### src/rtl/wb_xbar_pkg.sv
// Shared Wishbone widths, bridge state encoding and fault defaults for the
// registered master-to-slaves bridges.
package wb_xbar_pkg;

    localparam int WB_AW = 32;
    localparam int WB_DW = 32;
    localparam int WB_SW = 4;

    localparam logic [WB_DW-1:0] WB_ERR_DATA_DEF = 32'hDEADBEEF;

    typedef enum logic [1:0] {
        ST_IDLE  = 2'd0,
        ST_FWD   = 2'd1,
        ST_FAULT = 2'd2,
        ST_RESP  = 2'd3
    } wb_state_e;

    // Watchdog counter width: enough to hold TIMEOUT, never narrower than 1.
    function automatic int cnt_width(input int timeout);
        int w;
        w = $clog2(timeout + 1);
        return (w < 1) ? 1 : w;
    endfunction

endpackage

### src/rtl/wb_addr_decoder.sv
// Combinational base/mask address decoder; the lowest matching slave index
// wins, so the hit vector is always one-hot or zero.
module wb_addr_decoder
    import wb_xbar_pkg::*;
#(
    parameter int                   N_SLV    = 4,
    parameter logic [N_SLV*32-1:0]  SLV_ADDR = {N_SLV{32'h0}},
    parameter logic [N_SLV*32-1:0]  SLV_MASK = {N_SLV{32'hFFFFFFFF}}
) (
    input  logic [WB_AW-1:0] adr,
    output logic [N_SLV-1:0] hit,
    output logic             miss
);

    logic found;

    always_comb begin
        hit   = '0;
        found = 1'b0;
        for (int i = 0; i < N_SLV; i++) begin
            if (!found &&
                ((adr & SLV_MASK[32*i +: 32]) ==
                 (SLV_ADDR[32*i +: 32] & SLV_MASK[32*i +: 32]))) begin
                hit[i] = 1'b1;
                found  = 1'b1;
            end
        end
        miss = !found;
    end

endmodule

### src/rtl/wishbone_1mst_to_nslv_reg.sv
// Registered Wishbone classic bridge, one master to N_SLV slaves, with a
// latched decode, a bus-timeout watchdog and error answers for faults.
module wishbone_1mst_to_nslv_reg
    import wb_xbar_pkg::*;
#(
    parameter int                   N_SLV    = 4,
    parameter logic [N_SLV*32-1:0]  SLV_ADDR = {N_SLV{32'h0}},
    parameter logic [N_SLV*32-1:0]  SLV_MASK = {N_SLV{32'hFFFFFFFF}},
    parameter int                   TIMEOUT  = 255,
    parameter bit                   ERR_EN   = 1'b1,
    parameter logic [WB_DW-1:0]     ERR_DATA = WB_ERR_DATA_DEF
) (
    input  logic                  wb_clk_i,
    input  logic                  wb_rst_i,
    input  logic                  m_cyc_i,
    input  logic                  m_stb_i,
    input  logic [WB_AW-1:0]      m_adr_i,
    input  logic                  m_we_i,
    input  logic [WB_DW-1:0]      m_dat_i,
    input  logic [WB_SW-1:0]      m_sel_i,
    output logic [WB_DW-1:0]      m_dat_o,
    output logic                  m_ack_o,
    output logic                  m_err_o,
    output logic [N_SLV-1:0]      s_cyc_o,
    output logic [N_SLV-1:0]      s_stb_o,
    output logic [WB_AW-1:0]      s_adr_o,
    output logic                  s_we_o,
    output logic [WB_DW-1:0]      s_dat_o,
    output logic [WB_SW-1:0]      s_sel_o,
    input  logic [N_SLV*32-1:0]   s_dat_i,
    input  logic [N_SLV-1:0]      s_ack_i,
    output logic [WB_AW-1:0]      fault_adr_o,
    output logic [7:0]            fault_cnt_o
);

    localparam int CW = cnt_width(TIMEOUT);
    localparam logic [CW-1:0] TO_LAST = CW'((TIMEOUT > 0) ? TIMEOUT - 1 : 0);

    // Handshake: a request is m_cyc_i & m_stb_i held by the master until it
    // sees a one-cycle m_ack_o or m_err_o; a slave completes its part by
    // raising s_ack_i while its s_stb_o is high. Dropping m_cyc_i aborts.
    wb_state_e          state, state_nxt;
    logic [N_SLV-1:0]   sel_q, sel_d;
    logic [CW-1:0]      cnt, cnt_d;
    logic [WB_DW-1:0]   dat_d;
    logic               ack_d, err_d;
    logic [WB_AW-1:0]   fault_adr_d;
    logic [7:0]         fault_cnt_d;

    logic [N_SLV-1:0]   hit;
    logic               miss;
    logic               m_req;
    logic               sel_ack;
    logic [WB_DW-1:0]   sel_dat;

    wb_addr_decoder #(
        .N_SLV    (N_SLV),
        .SLV_ADDR (SLV_ADDR),
        .SLV_MASK (SLV_MASK)
    ) u_dec (
        .adr  (m_adr_i),
        .hit  (hit),
        .miss (miss)
    );

    assign m_req   = m_cyc_i & m_stb_i;
    assign sel_ack = |(sel_q & s_ack_i);

    always_comb begin
        sel_dat = '0;
        for (int i = 0; i < N_SLV; i++) begin
            if (sel_q[i]) sel_dat = sel_dat | s_dat_i[32*i +: 32];
        end
    end

    // Slave strobes follow the master live so an abort drops them at once.
    assign s_cyc_o = (state == ST_FWD) ? (sel_q & {N_SLV{m_req}}) : '0;
    assign s_stb_o = (state == ST_FWD) ? (sel_q & {N_SLV{m_req}}) : '0;
    assign s_adr_o = m_adr_i;
    assign s_we_o  = m_we_i;
    assign s_dat_o = m_dat_i;
    assign s_sel_o = m_sel_i;

    always_ff @(posedge wb_clk_i or posedge wb_rst_i) begin
        if (wb_rst_i) begin
            state       <= ST_IDLE;
            sel_q       <= '0;
            cnt         <= '0;
            m_dat_o     <= '0;
            m_ack_o     <= 1'b0;
            m_err_o     <= 1'b0;
            fault_adr_o <= '0;
            fault_cnt_o <= '0;
        end else begin
            state       <= state_nxt;
            sel_q       <= sel_d;
            cnt         <= cnt_d;
            m_dat_o     <= dat_d;
            m_ack_o     <= ack_d;
            m_err_o     <= err_d;
            fault_adr_o <= fault_adr_d;
            fault_cnt_o <= fault_cnt_d;
        end
    end

    always_comb begin
        state_nxt   = state;
        sel_d       = sel_q;
        cnt_d       = cnt;
        dat_d       = m_dat_o;
        ack_d       = 1'b0;
        err_d       = 1'b0;
        fault_adr_d = fault_adr_o;
        fault_cnt_d = fault_cnt_o;
        case (state)
            ST_IDLE: begin
                if (m_req) begin
                    sel_d     = hit;
                    cnt_d     = '0;
                    state_nxt = miss ? ST_FAULT : ST_FWD;
                end
            end
            ST_FWD: begin
                cnt_d = cnt + 1'b1;
                if (!m_cyc_i) begin
                    state_nxt = ST_IDLE;
                end else if (sel_ack) begin
                    dat_d     = sel_dat;
                    ack_d     = 1'b1;
                    state_nxt = ST_RESP;
                end else if ((TIMEOUT != 0) && (cnt == TO_LAST)) begin
                    state_nxt = ST_FAULT;
                end
            end
            ST_FAULT: begin
                dat_d       = ERR_DATA;
                err_d       = ERR_EN;
                ack_d       = !ERR_EN;
                fault_adr_d = m_adr_i;
                if (fault_cnt_o != 8'hFF) fault_cnt_d = fault_cnt_o + 8'd1;
                state_nxt   = ST_RESP;
            end
            ST_RESP: begin
                state_nxt = ST_IDLE;
            end
            default: begin
                state_nxt = ST_IDLE;
            end
        endcase
    end

endmodule

### config.mk
export PLATFORM = sky130hd
export DESIGN_NAME = wishbone_1mst_to_nslv_reg
export DESIGN_NICKNAME = d
export VERILOG_FILES = /design/src/rtl/wb_xbar_pkg.sv /design/src/rtl/wb_addr_decoder.sv /design/src/rtl/wishbone_1mst_to_nslv_reg.sv
export SDC_FILE = /design/constraint.sdc
export NUM_CORES = 1
export LEC_CHECK = 0
export BUFFER_PORTS_ARGS = -buffer_cell sky130_fd_sc_hd__buf_2
export CAP_MARGIN = 20
export CORE_AREA = 2 2 139 141
export DETAILED_ROUTE_END_ITERATION = 10
export DIE_AREA = 0 0 141 143
export PLACE_DENSITY = 0.57
export RECOVER_POWER = 100
export SETUP_SLACK_MARGIN = 0.02
export SYNTH_ARGS = -nofsm -noshare
export SYNTH_HDL_FRONTEND = slang
export SYNTH_SLANG_ARGS = --single-unit
### constraint.sdc
create_clock -name wb_clk_i -period 3.6 [get_ports wb_clk_i]
set_input_delay 0.9 -clock wb_clk_i [delete_from_list [all_inputs] [get_ports wb_clk_i]]
set_output_delay 0.9 -clock wb_clk_i [all_outputs]
set_load 0.02 [all_outputs]
==> flow_summary_export.csv, run 1 <==
group,metric,value,unit
status,status,"complete, but fails checks",
status,violations,"capacitance limit, slew limit",
logic_synthesis,synth_ff_type,"dfrtp_1",
setup_path,crit_fanout,4,
global_route,grt_pass1_vias,3158,
cells_and_area,mostFrequentLayoutCells,"144 x nand2_1, 114 x clkbuf_1, 85 x dfrtp_1, 65 x buf_2, 53 x nand3_1",
logic_synthesis,ys_warn_count,0,
sta,maxSlewHeadroom,-0.392,
die,die_width,141,µm
cells_and_area,design_area,4880,µm²
setup_path,worstSetupPathType,"in -> out",
sta,setup_violations,0,
logic_synthesis,syn_avg_cell_area,9.08,µm²
route,postRouteAntennaNets,0,
power_and_ir_drop,leakage,2.25,nW
sta,period_minus_slack,2690,ps
clock_network,cts_resized,0,
clock_network,cts_hold_buf,0,
sta,final.setup.tns,0,ps
die,die_area,20200,µm²
placement,port-buffer-count,176,
power_and_ir_drop,combPwrFrac,0.339,
cells_and_area,fillCellCount,2061,
job,maxCapViolCount,1,
route,finalWirelength,11.2,mm
setup_path,worst-r2r-setup-slack,980,ps
die,rows,50,
sta,fin_crit_sh,0.746,
cells_and_area,multi_input_area,1350,µm²
sta,rsz0062_at_grt,"false",
sta,fmax,0.372,GHz
cells_and_area,fin_cells,802,
clock_network,cts-root-buf,"clkbuf_16",
setup_path,start_kind,"input pin",
die,initial_core_util,0.226,
sta,drv_slew,46,
cells_and_area,drive_above_1_share,0.155,
sta,fin_skew,6.56,ps
global_route,antenna_found_initial,0,
route,drc,0,
power_and_ir_drop,peakVddDrop,0.382,mV
logic_synthesis,ys_ff_latch,85,
clock_network,cts-htree-levels,3,
route,detail_route.wl_per_cell,13.9,µm
logic_synthesis,synthArstFlopShare,1.00,
placement,post_dp_cell_area,4780,µm²
clock_network,insertion_delay,340,ps
setup_path,reg2reg_depth,5,
die,coreArea,18600,µm²
logic_synthesis,synthCells,462,
worst_hold_path,hold_path_depth,2,
clock_network,clkTransAtPathRegs,70,ps
placement,dp_cells,786,
cells_and_area,final_common_cell,"nand2_1",
power_and_ir_drop,power.density,739,nW/µm²
logic_synthesis,synth_area,4190,µm²
setup_path,arrival,1790,ps
cells_and_area,fin_util,0.263,
power_and_ir_drop,clkPwrFrac,0.266,
clock_network,clockBufferDepth,2,
placement,place_hpwl,7.97,mm
setup_path,worst_ep_required_time,2700,ps
clock_network,clock-sinks,85,
route,viasPerCell,4.17,
route,drt_first_pass_iters,4,
route,vias,3348,
sta,hold_viol_final,0,
route,drt_iter0_markers,85,
setup_path,endpoint_kind,"output pin",
power_and_ir_drop,switching_share,0.407,
sta,worstMarginPinSlew,2080,ps
cells_and_area,nNetsFinal,771,
die,die_h,143,µm
clock_network,cts_setup_buffers,0,
worst_hold_path,hold_end,"fault_adr_o[24]",
global_route,grt_pass1_wl,17.2,mm
worst_hold_path,hold_start,"fault_adr_o[24]",
clock_network,numCtsBuffers,9,
power_and_ir_drop,p_sw,1.47,mW
cells_and_area,final-seq-area,2130,µm²
global_route,grt-ovfl-total,0,
clock_network,cts_tree,"yes",
logic_synthesis,seq_area_frac_synth,0.507,
power_and_ir_drop,seq_power_share,0.395,
global_route,grt_max_degree,58,
placement,gp_congestion,0.746,
setup_path,r2r_start,"state[0]",
cells_and_area,area_growth,16.3,%
global_route,grtUsageTotal,0.112,
die,pin_count,356,
power_and_ir_drop,internal_power,2.14,mW
logic_synthesis,synth_cell_type_count,35,
logic_synthesis,synth_edf_count,0,
setup_path,reg2reg_to,"fault_adr_o[6]",
worst_hold_path,min_path_type,"reg -> reg",
cells_and_area,insertedDiodeCount,0,
[layer usage]
layer,vias up,track usage,routed length [µm],part of all wire
li1,1630,-,-,-
met1,1532,0.143,5110,0.46
met2,157,0.170,4980,0.45
met3,29,0.0345,726,0.065
met4,0,0.0584,369,0.033
met5,-,0,0,0
[critical path, stage by stage]
cell	delay, ps
clkbuf_1	140
and3b_1	230
and3_1	220
clkbuf_1	300
[cells by family (layout without fill, tap and decap cells)]
| logic type | after synthesis | after routing | share of synthesized area |
|---|---|---|---|
| AOI/OAI and AO/OA | 21 | 21 | 0.0370 |
| xor gates and xnor gates | 11 | 11 | 0.0230 |
| adders and majority gates | 3 | 3 | 0.00895 |
| buffers and inverters | 103 | 204 | 0.165 |
| DFF | 85 | 85 | 0.507 |
| muxes | 1 | 1 | 0.00268 |
| other | 1 | 6 | 0.000894 |
| and+or+nand+nor | 237 | 237 | 0.255 |
[worst max path at each step]
stage	start	end	cells after the start
finish	m_cyc_i	s_stb_o[0]	4
global route	wb_rst_i	m_dat_o[1]	3
CTS	m_cyc_i	s_stb_o[0]	4
detailed placement	m_cyc_i	s_stb_o[0]	4
global placement	m_cyc_i	s_stb_o[0]	4
floorplan	wb_rst_i	cnt[0]	1
[cells in the mapped netlist, types with 3 or more instances]
library cell / n / area share
a21oi_1: 10 / 0.012
buf_4: 78 / 0.14
nor4_1: 8 / 0.012
inv_1: 4 / 0.0036
xor2_1: 4 / 0.0084
nand2_1: 144 / 0.13
o21ai_0: 3 / 0.0036
xnor2_1: 7 / 0.015
buf_2: 10 / 0.012
nand4_1: 10 / 0.015
nand3_1: 52 / 0.062
ha_1: 3 / 0.0090
clkbuf_1: 8 / 0.0072
and3_1: 4 / 0.0060
dfrtp_1: 85 / 0.51
nor2_1: 8 / 0.0072
[flip-flops by register name, summed over array words and instances (netlist names)]
name and count:
cnt 8, fault_adr_o 32, fault_cnt_o 8, m_ack_o 1, m_dat_o 32, m_err_o 1, sel_q 1, state 2
[power groups by stage]
stage	Sequential, mW	Clock [mW]	Combinational, mW
2_1_floorplan	1.66	0	0.706
3_3_place_gp	1.43	0	1.33
3_5_place_dp	1.42	0	1.35
4_1_cts	1.42	1.01	1.34
5_1_grt	1.46	1.05	1.36
6_report	1.42	0.960	1.22
[per-stage QoR]
step                      hold WS (ps)  power (mW)  setup WS, ps
after detailed placement           457        2.77          1020
after floorplan                    510        2.37           507
after global routing               493        3.87           526
after CTS                          475        3.77          1020
final                              475        3.60           914
after global placement             454        2.76          1020
[cell type report]
cell class / instances / area share
sequential: 85 / 0.436
multi-input combinational: 279 / 0.276
timing repair buffer: 182 / 0.159
tap: 234 / 0.0600
clock buffer: 12 / 0.0526
clock inverter: 4 / 0.0115
inverter: 6 / 0.00487
Note: power is estimated with default switching activity, not from simulation.
==> inputs of run 2 (changes only) <==
- CORE_AREA: 2 2 139 141 -> 2 2 138 140
- DIE_AREA: 0 0 141 143 -> 0 0 140 142
- PLACE_DENSITY: 0.57 -> 0.59
- clock period: 3.6 -> 2.29 ns (I/O delays scaled with it)
==> flow_summary_export.csv, run 2 (synthesis gave the netlist of run 1 again) <==
group,metric,value,unit
worst_hold_path,min_path_type,"in -> reg",
placement,dp_cells,791,
sta,rsz0062_at_grt,"false",
die,initial_core_util,0.227,
placement,dpl_worst_slack,353,ps
route,drt_first_pass_iters,9,
sta,period_minus_slack,2120,ps
clock_network,numCtsBuffers,9,
die,coreArea,18500,µm²
sta,worstMarginPinSlew,1180,ps
route,vias,3377,
route,postRouteAntennaNets,0,
sta,maxSlewHeadroom,0.216,
global_route,grt_max_degree,86,
sta,fin_ws,168,ps
clock_network,insertion_delay,340,ps
cells_and_area,fillCellCount,2069,
sta,final.setup.tns,0,ps
global_route,grt_pass1_vias,3192,
clock_network,cts_tree,"yes",
cells_and_area,drive_above_1_share,0.166,
sta,drv_slew,0,
status,status,"complete, but fails checks",
clock_network,cts-htree-levels,3,
route,finalWirelength,10.9,mm
clock_network,clkTransAtPathRegs,70,ps
setup_path,endpoint_kind,"output pin",
route,viasPerCell,4.18,
power_and_ir_drop,leakage,2.27,nW
setup_path,worstSetupPathType,"reg -> out",
cells_and_area,nNetsFinal,776,
sta,fmax,0.471,GHz
cells_and_area,final_common_cell,"nand2_1",
global_route,antenna_found_initial,0,
setup_path,arrival,1550,ps
route,drc,20,
placement,port-buffer-count,176,
placement,gp_congestion,0.739,
clock_network,clock-sinks,85,
setup_path,crit_fanout,9,
cells_and_area,top_regs,"fault_adr_o x32, m_dat_o x32",
clock_network,clockBufferDepth,2,
cells_and_area,design_area,4910,µm²
global_route,grt-ovfl-total,0,
sta,fin_skew,11.4,ps
power_and_ir_drop,power.density,1140,nW/µm²
clock_network,cts_hold_buf,0,
die,rows,50,
die,die_width,140,µm
cells_and_area,insertedDiodeCount,0,
setup_path,reg2reg_to,"fault_adr_o[0]",
cells_and_area,fin_cells,807,
global_route,grt_pass1_wl,17.1,mm
job,maxCapViolCount,0,
clock_network,cts_setup_buffers,0,
cells_and_area,mostFrequentLayoutCells,"144 x nand2_1, 113 x clkbuf_1, 85 x dfrtp_1, 68 x buf_2, 53 x nand3_1",
clock_network,cts_resized,0,
die,die_area,19900,µm²
cells_and_area,area_growth,17.1,%
setup_path,crit_start,"state[1]",
route,detail_route.wl_per_cell,13.5,µm
setup_path,worst-r2r-setup-slack,250,ps
die,die_h,142,µm
setup_path,critical_path.endpoint,"s_cyc_o[0]",
status,violations,"DRC",
die,pin_count,356,
global_route,grtUsageTotal,0.110,
sta,hold_viol_final,0,
placement,post_dp_cell_area,4830,µm²
setup_path,worst_ep_required_time,1720,ps
setup_path,reg2reg_depth,5,
clock_network,cts-root-buf,"clkbuf_16",
setup_path,r2r_start,"state[0]",
placement,place_hpwl,7.70,mm
route,drt_iter0_markers,170,
sta,whs,459,ps
power_and_ir_drop,peakVddDrop,0.535,mV
sta,setup_violations,0,
sta,fin_crit_sh,0.927,
setup_path,start_kind,"flop",
## run 2: cell types whose count changed in the layout (fill, tap and decap cells not counted), moves of 2 or more
| cell | previous run | this run |
|---|---|---|
| clkbuf_8 | 2 | 0 |
| clkinv_4 | 3 | 0 |
| buf_2 | 65 | 68 |
| clkinvlp_4 | 0 | 3 |
## run 2: where the power goes
part           internal (mW)  total (mW)  leakage [nW]  switching, mW
Sequential              1.91        2.22         0.988          0.309
Clock                  0.848        1.45         0.136          0.602
Combinational          0.556        1.93          1.15           1.37
## run 2: final cells by class
| class | instances | area (µm²) | share of cell area |
|---|---|---|---|
| Clock buffer | 11 | 233 | 0.0474 |
| Clock inverter | 5 | 58.8 | 0.0120 |
| Inverter | 6 | 26.3 | 0.00535 |
| Multi-Input combinational cell | 279 | 1350 | 0.275 |
| Sequential cell | 85 | 2130 | 0.433 |
| Tap cell | 234 | 293 | 0.0596 |
| Timing Repair Buffer | 187 | 825 | 0.168 |
## run 2: metal layers
layer,routed length (µm),global-route usage
met1,4670,0.137
met2,5110,0.178
met3,880,0.0340
met4,190,0.0484
met5,0,0
## run 2: through the flow
step | util | total power, mW
final | 0.266 | 5.60
after global routing | 0.266 | 6.04
after CTS | 0.278 | 5.89
after detailed placement | 0.262 | 4.38
after global placement | 0.262 | 4.36
after floorplan | - | 3.72
## run 2: worst min-delay path by stage
stage / from / endpoint / slack (ps) / depth (start not counted)
5_1_grt: m_adr_i[19] / fault_adr_o[19] / 450 / 3
3_3_place_gp: fault_adr_o[3] / fault_adr_o[3] / 460 / 2
4_1_cts: wb_rst_i / fault_adr_o[0] / 370 / 3
2_1_floorplan: cnt[6] / cnt[6] / 510 / 2
3_5_place_dp: fault_adr_o[9] / fault_adr_o[9] / 460 / 2
6_report: m_adr_i[27] / fault_adr_o[27] / 460 / 3
## run 2: worst max-delay path: stages, from the launching register on
cell and delay [ps]:
dfrtp_1 470, and3b_1 290, and3_1 250, clkbuf_2 200
==> inputs of run 3 (changes only) <==
- MAX_ROUTING_LAYER: unset -> met4
==> flow_summary_export.csv, run 3 (synthesis gave the netlist of run 1 again) <==
group,metric,value,unit
setup_path,start_kind,"flop",
sta,fmax,0.472,GHz
job,maxCapViolCount,0,
placement,place_hpwl,7.70,mm
clock_network,cts_hold_buf,0,
sta,final.setup.tns,0,ps
route,drt_iter0_markers,155,
sta,fin_skew,8.25,ps
power_and_ir_drop,leakage,2.27,nW
cells_and_area,fin_util,0.266,
sta,setup_violations,0,
setup_path,r2r_start,"state[0]",
setup_path,endpoint_kind,"output pin",
cells_and_area,final_common_cell,"nand2_1",
cells_and_area,area_growth,17.1,%
global_route,grt_pass1_vias,3185,
die,coreArea,18500,µm²
setup_path,worst_ep_required_time,1720,ps
cells_and_area,fillCellCount,2069,
global_route,antenna_found_initial,0,
sta,drv_slew,0,
sta,fin_crit_sh,0.925,
placement,dp_cells,791,
clock_network,cts-htree-levels,3,
power_and_ir_drop,peakVddDrop,0.531,mV
clock_network,insertion_delay,340,ps
placement,gp_congestion,0.748,
global_route,grtUsageTotal,0.114,
clock_network,cts-root-buf,"clkbuf_16",
global_route,grt-ovfl-total,0,
power_and_ir_drop,p_total,5.59,mW
cells_and_area,top_regs,"fault_adr_o x32, m_dat_o x32",
power_and_ir_drop,power.density,1140,nW/µm²
sta,maxSlewHeadroom,0.219,
route,drt_first_pass_iters,9,
clock_network,cts_tree,"yes",
cells_and_area,drive_above_1_share,0.166,
die,pin_count,356,
die,die_width,140,µm
route,drc,20,
clock_network,clock-sinks,85,
status,status,"complete, but fails checks",
route,viasPerCell,4.17,
die,rows,50,
setup_path,worstSetupPathType,"reg -> out",
cells_and_area,insertedDiodeCount,0,
die,initial_core_util,0.227,
placement,port-buffer-count,176,
setup_path,crit_fanout,9,
cells_and_area,mostFrequentLayoutCells,"144 x nand2_1, 113 x clkbuf_1, 85 x dfrtp_1, 68 x buf_2, 53 x nand3_1",
clock_network,cts_resized,0,
sta,period_minus_slack,2120,ps
worst_hold_path,hold_start,"m_adr_i[19]",
route,postRouteAntennaNets,0,
route,vias,3368,
die,die_h,142,µm
clock_network,cts_setup_buffers,0,
global_route,grt_pass1_wl,17.2,mm
sta,rsz0062_at_grt,"false",
clock_network,numCtsBuffers,9,
setup_path,arrival,1550,ps
worst_hold_path,min_path_type,"in -> reg",
die,die_area,19900,µm²
clock_network,clkTransAtPathRegs,60,ps
route,finalWirelength,10.8,mm
setup_path,crit_start,"state[1]",
sta,hold_viol_final,0,
cells_and_area,fin_cells,807,
status,violations,"DRC",
clock_network,clockBufferDepth,2,
cells_and_area,nNetsFinal,776,
route,detail_route.wl_per_cell,13.4,µm
global_route,grt_max_degree,86,
sta,worstMarginPinSlew,1170,ps
-- run 3: layout make-up --
cell class | instances | area [µm²] | share of cell area
flip-flops and latches | 85 | 2130 | 0.433
multi-input cells | 279 | 1350 | 0.275
repair buffers | 187 | 825 | 0.168
well taps | 234 | 293 | 0.0596
clock buffers | 11 | 233 | 0.0474
clock inverters | 5 | 58.8 | 0.0120
inverters | 6 | 26.3 | 0.00535
-- run 3: final timing paths --
path | endpoint | slack [ps] | depth (start not counted)
max in group asynchronous | cnt[0] | 870 | 3
max reg2reg | fault_adr_o[0] | 240 | 5
min reg2reg | fault_adr_o[3] | 470 | 2
max | s_cyc_o[0] | 170 | 3
min | fault_adr_o[19] | 460 | 3
min in group asynchronous | m_dat_o[11] | 660 | 3
-- run 3: power by group --
group	switching [mW]	total (mW)	internal, mW
Clock	0.594	1.44	0.848
Sequential	0.309	2.22	1.91
Combinational	1.37	1.93	0.556
-- run 3: worst max-delay path, stage by stage (launching register included) --
cell and delay [ps]:
dfrtp_1 470, and3b_1 290, and3_1 250, clkbuf_2 200
-- run 3: stage by stage --
stage	area, µm²	setup slack [ps]	hold slack, ps
global route	4910	53.0	450
finish	4910	172	460
floorplan	4220	491	510
CTS	5120	150	371
detailed placement	4830	353	456
global placement	4830	361	455
-- run 3: per-layer routing --
metal  wire, µm  vias to the layer above  share of wire  GRT usage
met1       4660                     1530           0.43      0.139
li1           -                     1642              -          -
met5          0                        -              0          -
met2       5070                      175           0.47      0.177
met4        190                        0          0.018     0.0484
met3        862                       21          0.080     0.0320
